--- config.mk ---
export PLATFORM = sky130hd
export DESIGN_NAME = ethtransmit_ctl_flat
export DESIGN_NICKNAME = d
export VERILOG_FILES = /design/src/rtl/eth_pkg.sv /design/src/rtl/ethtransmit_ctl_if.sv /design/src/rtl/ethtransmit_ctl.sv /design/src/flat_wrapper.sv
export SDC_FILE = /design/constraint.sdc
export NUM_CORES = 1
export LEC_CHECK = 0
export ABC_AREA = 1
export CAP_MARGIN = 10
export CORE_UTILIZATION = 58
export DETAILED_ROUTE_END_ITERATION = 12
export GPL_ROUTABILITY_DRIVEN = 0
export PLACE_DENSITY = 0.88
export SLEW_MARGIN = 25
export SYNTH_ARGS = -nofsm -noshare
export SYNTH_HDL_FRONTEND = slang
export SYNTH_SLANG_ARGS = --single-unit
--- constraint.sdc ---
create_clock -name clk -period 5.4 [get_ports clk]
set_clock_uncertainty 0.1 [all_clocks]
set_input_delay 1.62 -clock clk [delete_from_list [all_inputs] [get_ports clk]]
set_output_delay 1.62 -clock clk [all_outputs]
set_load 0.005 [all_outputs]
--- src/rtl/eth_pkg.sv ---
// Shared Ethernet constants and the transmit state encoding.
// Also holds the byte bit-reversal helper used when sending the FCS.
package eth_pkg;
    localparam logic [7:0]  PREAMBLE_BYTE = 8'h55;
    localparam logic [7:0]  SFD_BYTE      = 8'hD5;
    localparam logic [31:0] CRC_RESIDUE   = 32'hC704DD7B;
    localparam int          MIN_LEN_DEF   = 60;
    localparam int          MAX_LEN_DEF   = 1514;
    localparam int          IFG_CYC_DEF   = 12;
    localparam int          PRE_CYC       = 7;

    typedef enum logic [2:0] {
        TX_IDLE, TX_PRE, TX_SFD, TX_DATA, TX_PAD, TX_FCS, TX_IFG, TX_FIN
    } tx_state_e;

    function automatic logic [7:0] bitrev8(input logic [7:0] b);
        logic [7:0] r;
        for (int k = 0; k < 8; k++) r[k] = b[7-k];
        return r;
    endfunction
endpackage

--- src/rtl/ethtransmit_ctl_if.sv ---
// Signal bundle between the transmit controller and its buffer, CRC generator,
// GMII TX pins and register block. master = controller side.
interface ethtransmit_ctl_if;
    logic        txena;
    logic        txrdy;
    logic [10:0] txcntb;
    logic [15:0] txbdata;
    logic [31:0] crc;
    logic [9:0]  txbaddr;
    logic [7:0]  dataout;
    logic        txen;
    logic        txer;
    logic        crcen;
    logic        crcre;
    logic        txbusy;
    logic        txdone;

    modport master (
        input  txena, txrdy, txcntb, txbdata, crc,
        output txbaddr, dataout, txen, txer, crcen, crcre, txbusy, txdone
    );
    modport slave (
        output txena, txrdy, txcntb, txbdata, crc,
        input  txbaddr, dataout, txen, txer, crcen, crcre, txbusy, txdone
    );
endinterface

--- src/rtl/ethtransmit_ctl.sv ---
// GMII transmit controller: preamble/SFD, little-endian buffer data, zero padding,
// FCS from the shared CRC generator, inter-frame gap and txrdy/txdone handshake.
module ethtransmit_ctl
    import eth_pkg::*;
#(
    parameter int MIN_LEN = MIN_LEN_DEF,
    parameter int MAX_LEN = MAX_LEN_DEF,
    parameter int IFG_CYC = IFG_CYC_DEF
) (
    input  logic              clk,
    input  logic              clr_n,
    ethtransmit_ctl_if.master bus
);
    localparam logic [10:0] L_MIN = 11'(MIN_LEN);
    localparam logic [10:0] L_MAX = 11'(MAX_LEN);
    localparam logic [10:0] L_IFG = 11'(IFG_CYC);
    localparam logic [10:0] L_PRE = 11'(PRE_CYC);

    tx_state_e   r_state;
    logic [10:0] r_cnt;
    logic [10:0] r_len;
    logic [7:0]  r_bufdat;
    logic [31:0] r_fcs;
    logic [9:0]  r_txbaddr;
    logic [7:0]  r_dataout;
    logic        r_txen;
    logic        r_crcen;
    logic        r_crcre;
    logic        r_txbusy;
    logic        r_txdone;

    logic [10:0] w_len;
    logic [31:0] w_fcs;
    logic [7:0]  w_byte;
    logic        w_more;
    logic        w_start;

    assign w_len   = (bus.txcntb > L_MAX) ? L_MAX : bus.txcntb;
    assign w_fcs   = ~bus.crc;
    // r_cnt is the index of the next data byte; odd bytes come from the held high half
    assign w_byte  = r_cnt[0] ? r_bufdat : bus.txbdata[7:0];
    // Advance the address only while a further word is still needed
    assign w_more  = ({1'b0, r_cnt} + 12'd2) < {1'b0, r_len};
    assign w_start = bus.txrdy && bus.txena && !r_txdone;

    always_ff @(negedge clk or negedge clr_n) begin
        if (!clr_n) begin
            r_state   <= TX_IDLE;
            r_cnt     <= '0;
            r_len     <= '0;
            r_bufdat  <= '0;
            r_fcs     <= '0;
            r_txbaddr <= '0;
            r_dataout <= '0;
            r_txen    <= 1'b0;
            r_crcen   <= 1'b0;
            r_crcre   <= 1'b1;
            r_txbusy  <= 1'b0;
            r_txdone  <= 1'b0;
        end else begin
            case (r_state)
                TX_IDLE: begin
                    r_crcre   <= 1'b1;
                    r_crcen   <= 1'b0;
                    r_txen    <= 1'b0;
                    r_txbaddr <= '0;
                    r_dataout <= '0;
                    if (w_start) begin
                        r_len     <= w_len;
                        r_txbusy  <= 1'b1;
                        r_txen    <= 1'b1;
                        r_dataout <= PREAMBLE_BYTE;
                        r_cnt     <= 11'd1;
                        r_state   <= TX_PRE;
                    end
                end
                TX_PRE: begin
                    if (r_cnt == L_PRE) begin
                        r_dataout <= SFD_BYTE;
                        r_crcre   <= 1'b0;
                        r_cnt     <= '0;
                        r_state   <= TX_SFD;
                    end else begin
                        r_cnt <= r_cnt + 11'd1;
                    end
                end
                TX_SFD, TX_DATA: begin
                    if (r_cnt == r_len) begin
                        if (r_len < L_MIN) begin
                            r_dataout <= 8'h00;
                            r_crcen   <= 1'b1;
                            r_cnt     <= r_cnt + 11'd1;
                            r_state   <= TX_PAD;
                        end else begin
                            r_crcen   <= 1'b0;
                            r_dataout <= bitrev8(w_fcs[31:24]);
                            r_fcs     <= {w_fcs[23:0], 8'h00};
                            r_cnt     <= 11'd1;
                            r_state   <= TX_FCS;
                        end
                    end else begin
                        r_dataout <= w_byte;
                        r_crcen   <= 1'b1;
                        r_cnt     <= r_cnt + 11'd1;
                        r_state   <= TX_DATA;
                        if (!r_cnt[0]) begin
                            r_bufdat <= bus.txbdata[15:8];
                            if (w_more) r_txbaddr <= r_txbaddr + 10'd1;
                        end
                    end
                end
                TX_PAD: begin
                    if (r_cnt == L_MIN) begin
                        r_crcen   <= 1'b0;
                        r_dataout <= bitrev8(w_fcs[31:24]);
                        r_fcs     <= {w_fcs[23:0], 8'h00};
                        r_cnt     <= 11'd1;
                        r_state   <= TX_FCS;
                    end else begin
                        r_dataout <= 8'h00;
                        r_cnt     <= r_cnt + 11'd1;
                    end
                end
                TX_FCS: begin
                    if (r_cnt == 11'd4) begin
                        r_txen    <= 1'b0;
                        r_dataout <= '0;
                        r_crcre   <= 1'b1;
                        r_txbaddr <= '0;
                        r_cnt     <= 11'd1;
                        r_state   <= TX_IFG;
                    end else begin
                        r_dataout <= bitrev8(r_fcs[31:24]);
                        r_fcs     <= {r_fcs[23:0], 8'h00};
                        r_cnt     <= r_cnt + 11'd1;
                    end
                end
                TX_IFG: begin
                    if (r_cnt == L_IFG) begin
                        r_txbusy <= 1'b0;
                        r_txdone <= 1'b1;
                        r_state  <= TX_FIN;
                    end else begin
                        r_cnt <= r_cnt + 11'd1;
                    end
                end
                TX_FIN: begin
                    if (!bus.txrdy) begin
                        r_txdone <= 1'b0;
                        r_state  <= TX_IDLE;
                    end
                end
                default: r_state <= TX_IDLE;
            endcase
        end
    end

    assign bus.txbaddr = r_txbaddr;
    assign bus.dataout = r_dataout;
    assign bus.txen    = r_txen;
    assign bus.txer    = 1'b0;
    assign bus.crcen   = r_crcen;
    assign bus.crcre   = r_crcre;
    assign bus.txbusy  = r_txbusy;
    assign bus.txdone  = r_txdone;
endmodule

--- src/flat_wrapper.sv ---
// flat-port wrapper written by rule: the top's interface ports become plain ports
module ethtransmit_ctl_flat import eth_pkg::*;
#(
    parameter int MIN_LEN = MIN_LEN_DEF,
    parameter int MAX_LEN = MAX_LEN_DEF,
    parameter int IFG_CYC = IFG_CYC_DEF
)
  (clk, clr_n, bus_txena, bus_txrdy, bus_txcntb, bus_txbdata, bus_crc, bus_txbaddr, bus_dataout, bus_txen, bus_txer, bus_crcen, bus_crcre, bus_txbusy, bus_txdone);
  ethtransmit_ctl_if bus_i ();
  input  logic clk;
  input  logic clr_n;
  input wire logic [$bits(bus_i.txena)-1:0] bus_txena;
  input wire logic [$bits(bus_i.txrdy)-1:0] bus_txrdy;
  input wire logic [$bits(bus_i.txcntb)-1:0] bus_txcntb;
  input wire logic [$bits(bus_i.txbdata)-1:0] bus_txbdata;
  input wire logic [$bits(bus_i.crc)-1:0] bus_crc;
  output wire logic [$bits(bus_i.txbaddr)-1:0] bus_txbaddr;
  output wire logic [$bits(bus_i.dataout)-1:0] bus_dataout;
  output wire logic [$bits(bus_i.txen)-1:0] bus_txen;
  output wire logic [$bits(bus_i.txer)-1:0] bus_txer;
  output wire logic [$bits(bus_i.crcen)-1:0] bus_crcen;
  output wire logic [$bits(bus_i.crcre)-1:0] bus_crcre;
  output wire logic [$bits(bus_i.txbusy)-1:0] bus_txbusy;
  output wire logic [$bits(bus_i.txdone)-1:0] bus_txdone;
  assign bus_i.txena = bus_txena;
  assign bus_i.txrdy = bus_txrdy;
  assign bus_i.txcntb = bus_txcntb;
  assign bus_i.txbdata = bus_txbdata;
  assign bus_i.crc = bus_crc;
  assign bus_txbaddr = bus_i.txbaddr;
  assign bus_dataout = bus_i.dataout;
  assign bus_txen = bus_i.txen;
  assign bus_txer = bus_i.txer;
  assign bus_crcen = bus_i.crcen;
  assign bus_crcre = bus_i.crcre;
  assign bus_txbusy = bus_i.txbusy;
  assign bus_txdone = bus_i.txdone;
  ethtransmit_ctl #(.MIN_LEN(MIN_LEN), .MAX_LEN(MAX_LEN), .IFG_CYC(IFG_CYC)) u_core (.clk(clk), .clr_n(clr_n), .bus(bus_i));
endmodule
; ---- After elaboration in Yosys (flattened, before gate mapping)
; Cells that the tools add are included.
[totals]
inputBits = 63
word_cells = 124
reg_bits = 88
output_inout_bits = 24
[op_classes]
n_mux = 52
n_eq_ne = 25
magnitude_cmp = 3
n_addsub = 3
reduce_logical = 26
bitwise = 3
[ops]
columns = cell, count
row1 = 2-to-1 mux 32 bit, 4
row2 = case mux 32 bit (3 select lines), 1
row3 = 2-to-1 mux 11 bit, 8
row4 = case mux 11 bit (6 select lines), 1
row5 = 2-to-1 mux 8 bit, 6
row6 = 2-to-1 mux 10 bit, 4
row7 = case mux 8 bit (5 select lines), 1
row8 = NOT 32 bit, 1
row9 = case mux 10 bit (3 select lines), 1
row10 = "equality test 11 x 3 -> 1 bit, second input constant", 2
row11 = 2-to-1 mux 3 bit, 7
row12 = case mux 3 bit (7 select lines), 1
row13 = AND reduction 3 bit, 5
row14 = "!= test 2 x 1 -> 1 bit, second input constant", 7
row15 = "adder 11 x 2 -> 12 bit, second input constant", 1
row16 = "equality test 3 bit, second input constant", 4
row17 = < comparator 12 x 11 -> 1 bit, 1
row18 = 2-to-1 mux 1 bit, 12
row19 = "!= test 2 bit, second input constant", 6
row20 = nonzero test 3 bit, 4
row21 = "adder 11 x 1 -> 11 bit, second input constant", 1
row22 = equality test 11 bit, 1
row23 = "equality test 11 x 4 -> 1 bit, second input constant", 1
row24 = "equality test 11 x 6 -> 1 bit, second input constant", 1
row25 = 19 further kinds, 31

; ---- Logic depth before layout (Yosys ltp)
[depth]
ltp_word = 6
ltp_mapped = 18
depth_no_buf = 18

==> metrics.txt <==
# TYPE chip_impl_metric gauge
chip_impl_info{name="run_status",value="complete, but fails checks"} 1
chip_impl_info{name="failed_checks",value="negative setup slack"} 1
chip_impl_metric{name="clock_latency_reported_for_the_late_side_of_the_worst_skew_pair",unit="ps"} 340
chip_impl_metric{name="multiInputGateArea",unit="mm²"} 0.00278
chip_impl_info{name="worstHoldStart",value="u_core.r_fcs[23]"} 1
chip_impl_metric{name="final_layout_size_suffix_gt1_frac",unit=""} 0.197
chip_impl_metric{name="place.detailed.instances",unit=""} 941
chip_impl_metric{name="post-synth-top-area-fraction",unit=""} 0.381
chip_impl_info{name="critical_path_cell_sequence",value="buf_6"} 1
chip_impl_metric{name="wl",unit="µm"} 14100
chip_impl_metric{name="clk_pin_slew",unit="ps"} 60
chip_impl_info{name="synth_area_leader_cell",value="sky130_fd_sc_hd__dfrtn_1"} 1
chip_impl_metric{name="syn_inst",unit=""} 729
chip_impl_metric{name="wl_met2",unit="µm"} 6770
chip_impl_metric{name="ys_seq_elements",unit=""} 80
chip_impl_metric{name="number_of_distinct_library_cell_variants_in_the_gate_level_netlist_after_synthesis",unit=""} 41
chip_impl_info{name="hold_class",value="flop to flop"} 1
chip_impl_info{name="critical_path.endpoint_type",value="output port"} 1
chip_impl_metric{name="cts.path.max_buffers",unit=""} 2
chip_impl_metric{name="areaGrowthSynthToFinish",unit="%"} 29.0
chip_impl_metric{name="dp_worst_setup_slack",unit="ps"} -663
chip_impl_metric{name="avgRoutedWirePerCell",unit="µm"} 14.5
chip_impl_metric{name="critical-path-max-stage-delay",unit="ps"} 530
chip_impl_info{name="cts-root-buf",value="sky130_fd_sc_hd__clkbuf_8"} 1
chip_impl_metric{name="cts.sinks",unit=""} 80
chip_impl_metric{name="wl_met1",unit="µm"} 5650
chip_impl_info{name="worst-setup-path-type",value="flop to output port"} 1
chip_impl_info{name="worst_r2r_startpoint",value="u_core.r_cnt[0]"} 1
chip_impl_metric{name="grt_pass1_vias",unit=""} 5355
chip_impl_metric{name="fin_cells",unit=""} 973
chip_impl_info{name="worst_path_dominant_cell_family",value="flip-flops"} 1
chip_impl_metric{name="worst_ir_drop_vdd",unit="V"} 0.000143
chip_impl_metric{name="avgSynthCellArea",unit="µm²"} 7.12
chip_impl_metric{name="drv_slew",unit=""} 0
chip_impl_metric{name="max_cap_violations",unit=""} 0
chip_impl_metric{name="design_area",unit="mm²"} 0.00670
chip_impl_info{name="synth_top_area_cells",value="sky130_fd_sc_hd__dfrtn_1, sky130_fd_sc_hd__nand2_1, sky130_fd_sc_hd__inv_1, sky130_fd_sc_hd__nor2_1, sky130_fd_sc_hd__o21ai_0"} 1
chip_impl_metric{name="grt_total_ovfl",unit=""} 0
chip_impl_metric{name="synthesis.nets",unit=""} 807
chip_impl_metric{name="cts-htree-levels",unit=""} 3
chip_impl_metric{name="power_density",unit="mW/mm²"} 175
chip_impl_metric{name="post-layout-total-power",unit="µW"} 1170
chip_impl_metric{name="seq_area_frac_synth",unit=""} 0.386
chip_impl_metric{name="timing.final.setup_violations",unit=""} 1
chip_impl_metric{name="pin_count_of_the_biggest_net_entering_global_routing",unit=""} 41
chip_impl_metric{name="required_time_of_the_worst_setup_path",unit="ps"} 3680
chip_impl_metric{name="insertedDiodeCount",unit=""} 0
chip_impl_metric{name="number_of_antenna_violations_at_the_first_check_in_global_routing",unit=""} 0
chip_impl_metric{name="grt_first_pass_wirelength",unit="µm"} 24100
chip_impl_metric{name="start_util",unit=""} 0.598
chip_impl_metric{name="die-area",unit="mm²"} 0.00933
chip_impl_info{name="grt_setup_unrepaired",value="yes"} 1
chip_impl_metric{name="drt_pre_antenna_iters",unit=""} 7
chip_impl_metric{name="netlist_area",unit="mm²"} 0.00519
chip_impl_metric{name="ioPinCount",unit=""} 87
chip_impl_info{name="worst_r2r_endpoint",value="u_core.r_fcs[27]"} 1
chip_impl_metric{name="ff2ff_path_depth",unit=""} 11
chip_impl_metric{name="worst_slew_margin_rel",unit=""} 0.472
chip_impl_info{name="cts_tree",value="done"} 1
chip_impl_metric{name="post_dp_cell_area",unit="mm²"} 0.00637
chip_impl_metric{name="fin_hold_ws",unit="ps"} 336
chip_impl_metric{name="hold_path_depth",unit=""} 2
chip_impl_metric{name="worstMarginPinSlew",unit="ps"} 789
chip_impl_metric{name="overall_die_height",unit="µm"} 96.6
chip_impl_metric{name="dp_hpwl",unit="µm"} 10200
chip_impl_metric{name="static-leakage-power",unit="µW"} 0.00349
chip_impl_metric{name="yosys_warning_total",unit=""} 0
chip_impl_metric{name="route.detailed.drc",unit=""} 0
chip_impl_metric{name="worstPathArrival",unit="ps"} 3710
chip_impl_metric{name="area.sequential",unit="mm²"} 0.00200
chip_impl_info{name="start_kind",value="flop"} 1
chip_impl_info{name="uppermost_layer_routed",value="met4"} 1
chip_impl_metric{name="postCtsHoldBufs",unit=""} 0
chip_impl_info{name="hold-path-endpoint",value="u_core.r_fcs[23]"} 1
chip_impl_metric{name="buffer_ports.inserted",unit=""} 85
chip_impl_metric{name="rows",unit=""} 34
chip_impl_metric{name="critical_path_peak_fanout",unit=""} 2
chip_impl_metric{name="final_hold_viol_count",unit=""} 0
chip_impl_metric{name="num-fill-cells",unit=""} 592
chip_impl_metric{name="num-nets-final",unit=""} 938
chip_impl_metric{name="core",unit="mm²"} 0.00868
chip_impl_metric{name="wl_met3",unit="µm"} 1180
chip_impl_metric{name="tritoncts.num_buffers",unit=""} 9
chip_impl_metric{name="die_width",unit="µm"} 96.6
chip_impl_metric{name="finalWorstSetupSlack",unit="ps"} -33.4
chip_impl_metric{name="cp_num_buf_inv",unit=""} 1
chip_impl_metric{name="routed_via_density",unit=""} 5.61
chip_impl_metric{name="first_iter_violations",unit=""} 495
chip_impl_metric{name="r2r_setup_slack",unit="ps"} 1850
chip_impl_metric{name="num_vias",unit=""} 5456
chip_impl_metric{name="ant_nets",unit=""} 0
chip_impl_info{name="critical_path.slowest_cell",value="sky130_fd_sc_hd__dfstp_2"} 1
chip_impl_metric{name="global_route_usage_over_all_layers",unit=""} 0.312
stage by stage:
stage	util	TNS [ps]
floorplan	-	-24.5
global placement	0.734	-13240
detailed placement	0.734	-15380
CTS	0.768	-42.8
global route	0.772	-57.9
finish	0.772	-33.4
cells in the mapped netlist (all sizes together):
| cell type | n |
|---|---|
| ha | 15 |
| clkbuf | 9 |
| a211oi | 2 |
| nand3 | 44 |
| nand3b | 3 |
| and3 | 1 |
| nor2 | 78 |
| dfstp | 1 |
| inv | 99 |
| or2 | 1 |
| nor3 | 11 |
| nand2 | 239 |
| xnor2 | 3 |
| o21a | 1 |
| nand4 | 14 |
| buf | 10 |
| conb | 1 |
| nor4 | 1 |
| a21oi | 23 |
| xor2 | 15 |
| o21ai | 70 |
| o211ai | 2 |
| a22oi | 5 |
| o31ai | 1 |
| a21o | 1 |
| dfrtn | 79 |
sequential cells by signal, indices dropped and copies added, names as in the netlist:
name,count
u_core.bus.txbaddr,10
u_core.r_len,11
u_core.bus.txbusy,1
u_core.bus.crcen,1
u_core.r_cnt,11
u_core.bus.crcre,1
u_core.bus.txen,1
u_core.r_fcs,24
u_core.r_state,3
u_core.bus.dataout,8
u_core.bus.txdone,1
u_core.r_bufdat,8
where the power goes:
group / switching (µW) / total [µW] / internal, µW
sequential: 0.218 / 603 / 602
combinational: 34.4 / 85.4 / 50.9
clock: 242 / 482 / 240
worst max-delay path by stage:
stage | from | end | slack [ps] | depth (start not counted)
global placement | bus_txrdy | u_core.r_cnt[9] | -560 | 10
detailed placement | bus_txrdy | u_core.r_cnt[3] | -660 | 11
floorplan | bus_txrdy | u_core.r_cnt[7] | -5 | 9
finish | u_core.bus.crcre | bus_crcre | -30 | 1
global route | u_core.bus.crcre | bus_crcre | -60 | 1
CTS | u_core.bus.crcre | bus_crcre | -40 | 1
cells in the final DEF, fill, tap and decap left out, types with 2 or more instances in the layout:
master	count
sky130_fd_sc_hd__clkbuf_2	10
sky130_fd_sc_hd__o21ai_0	41
sky130_fd_sc_hd__clkinv_4	2
sky130_fd_sc_hd__buf_2	7
sky130_fd_sc_hd__clkdlybuf4s15_1	9
sky130_fd_sc_hd__xor2_1	15
sky130_fd_sc_hd__nand2_2	22
sky130_fd_sc_hd__nand3b_1	3
sky130_fd_sc_hd__clkdlybuf4s50_1	49
sky130_fd_sc_hd__a21oi_1	21
sky130_fd_sc_hd__ha_1	15
sky130_fd_sc_hd__a22oi_1	5
sky130_fd_sc_hd__dfrtn_1	79
sky130_fd_sc_hd__o21ai_2	17
sky130_fd_sc_hd__nor2_2	8
sky130_fd_sc_hd__buf_6	3
sky130_fd_sc_hd__xnor2_1	3
sky130_fd_sc_hd__clkbuf_16	2
sky130_fd_sc_hd__a21oi_2	2
sky130_fd_sc_hd__nand4_1	13
sky130_fd_sc_hd__o211ai_1	2
sky130_fd_sc_hd__nor3_1	8
sky130_fd_sc_hd__nand3_1	42
sky130_fd_sc_hd__nor3_2	2
sky130_fd_sc_hd__clkbuf_8	10
sky130_fd_sc_hd__inv_2	14
sky130_fd_sc_hd__inv_1	85
sky130_fd_sc_hd__nor2_4	5
sky130_fd_sc_hd__dlygate4sd2_1	8
sky130_fd_sc_hd__nand2_1	215
sky130_fd_sc_hd__o21ai_1	11
sky130_fd_sc_hd__nand2_4	2
sky130_fd_sc_hd__nor2_1	64
sky130_fd_sc_hd__buf_4	52
cell type report:
cell class              instances  share of cell area
clock buffers                  12              0.0280
clock inverters                 5             0.00542
inverters                      98              0.0553
multi-input cells             531               0.416
flip-flops and latches         80               0.299
well taps                     108              0.0202
repair buffers                139               0.176
kinds of logic (layout without fill, tap and decap cells):
kind of cell               count (synthesis)  in the layout  synth area share
xor gates and xnor gates                  18             18            0.0304
DFF                                       80             80             0.386
other                                      1              1          0.000722
and+or+nand+nor                          392            392             0.331
buffers and inverters                    118            254            0.0940
adders and majority gates                 15             15            0.0362
AOI/OAI and AO/OA                        105            105             0.122
what timing repair did:
action                     in CTS  in global routing
buffers inserted               10                  6
gates resized for setup        85                 26
pin swaps                      14                  7
setup endpoints to repair      47                 39
metal layers:
layer  GRT usage  up-vias
li1            -     2573
met1       0.402     2489
met2       0.526      323
met3      0.0441       71
met4       0.134        0
met5           0        -
No activity file was read; power rests on OpenSTA's default activity.
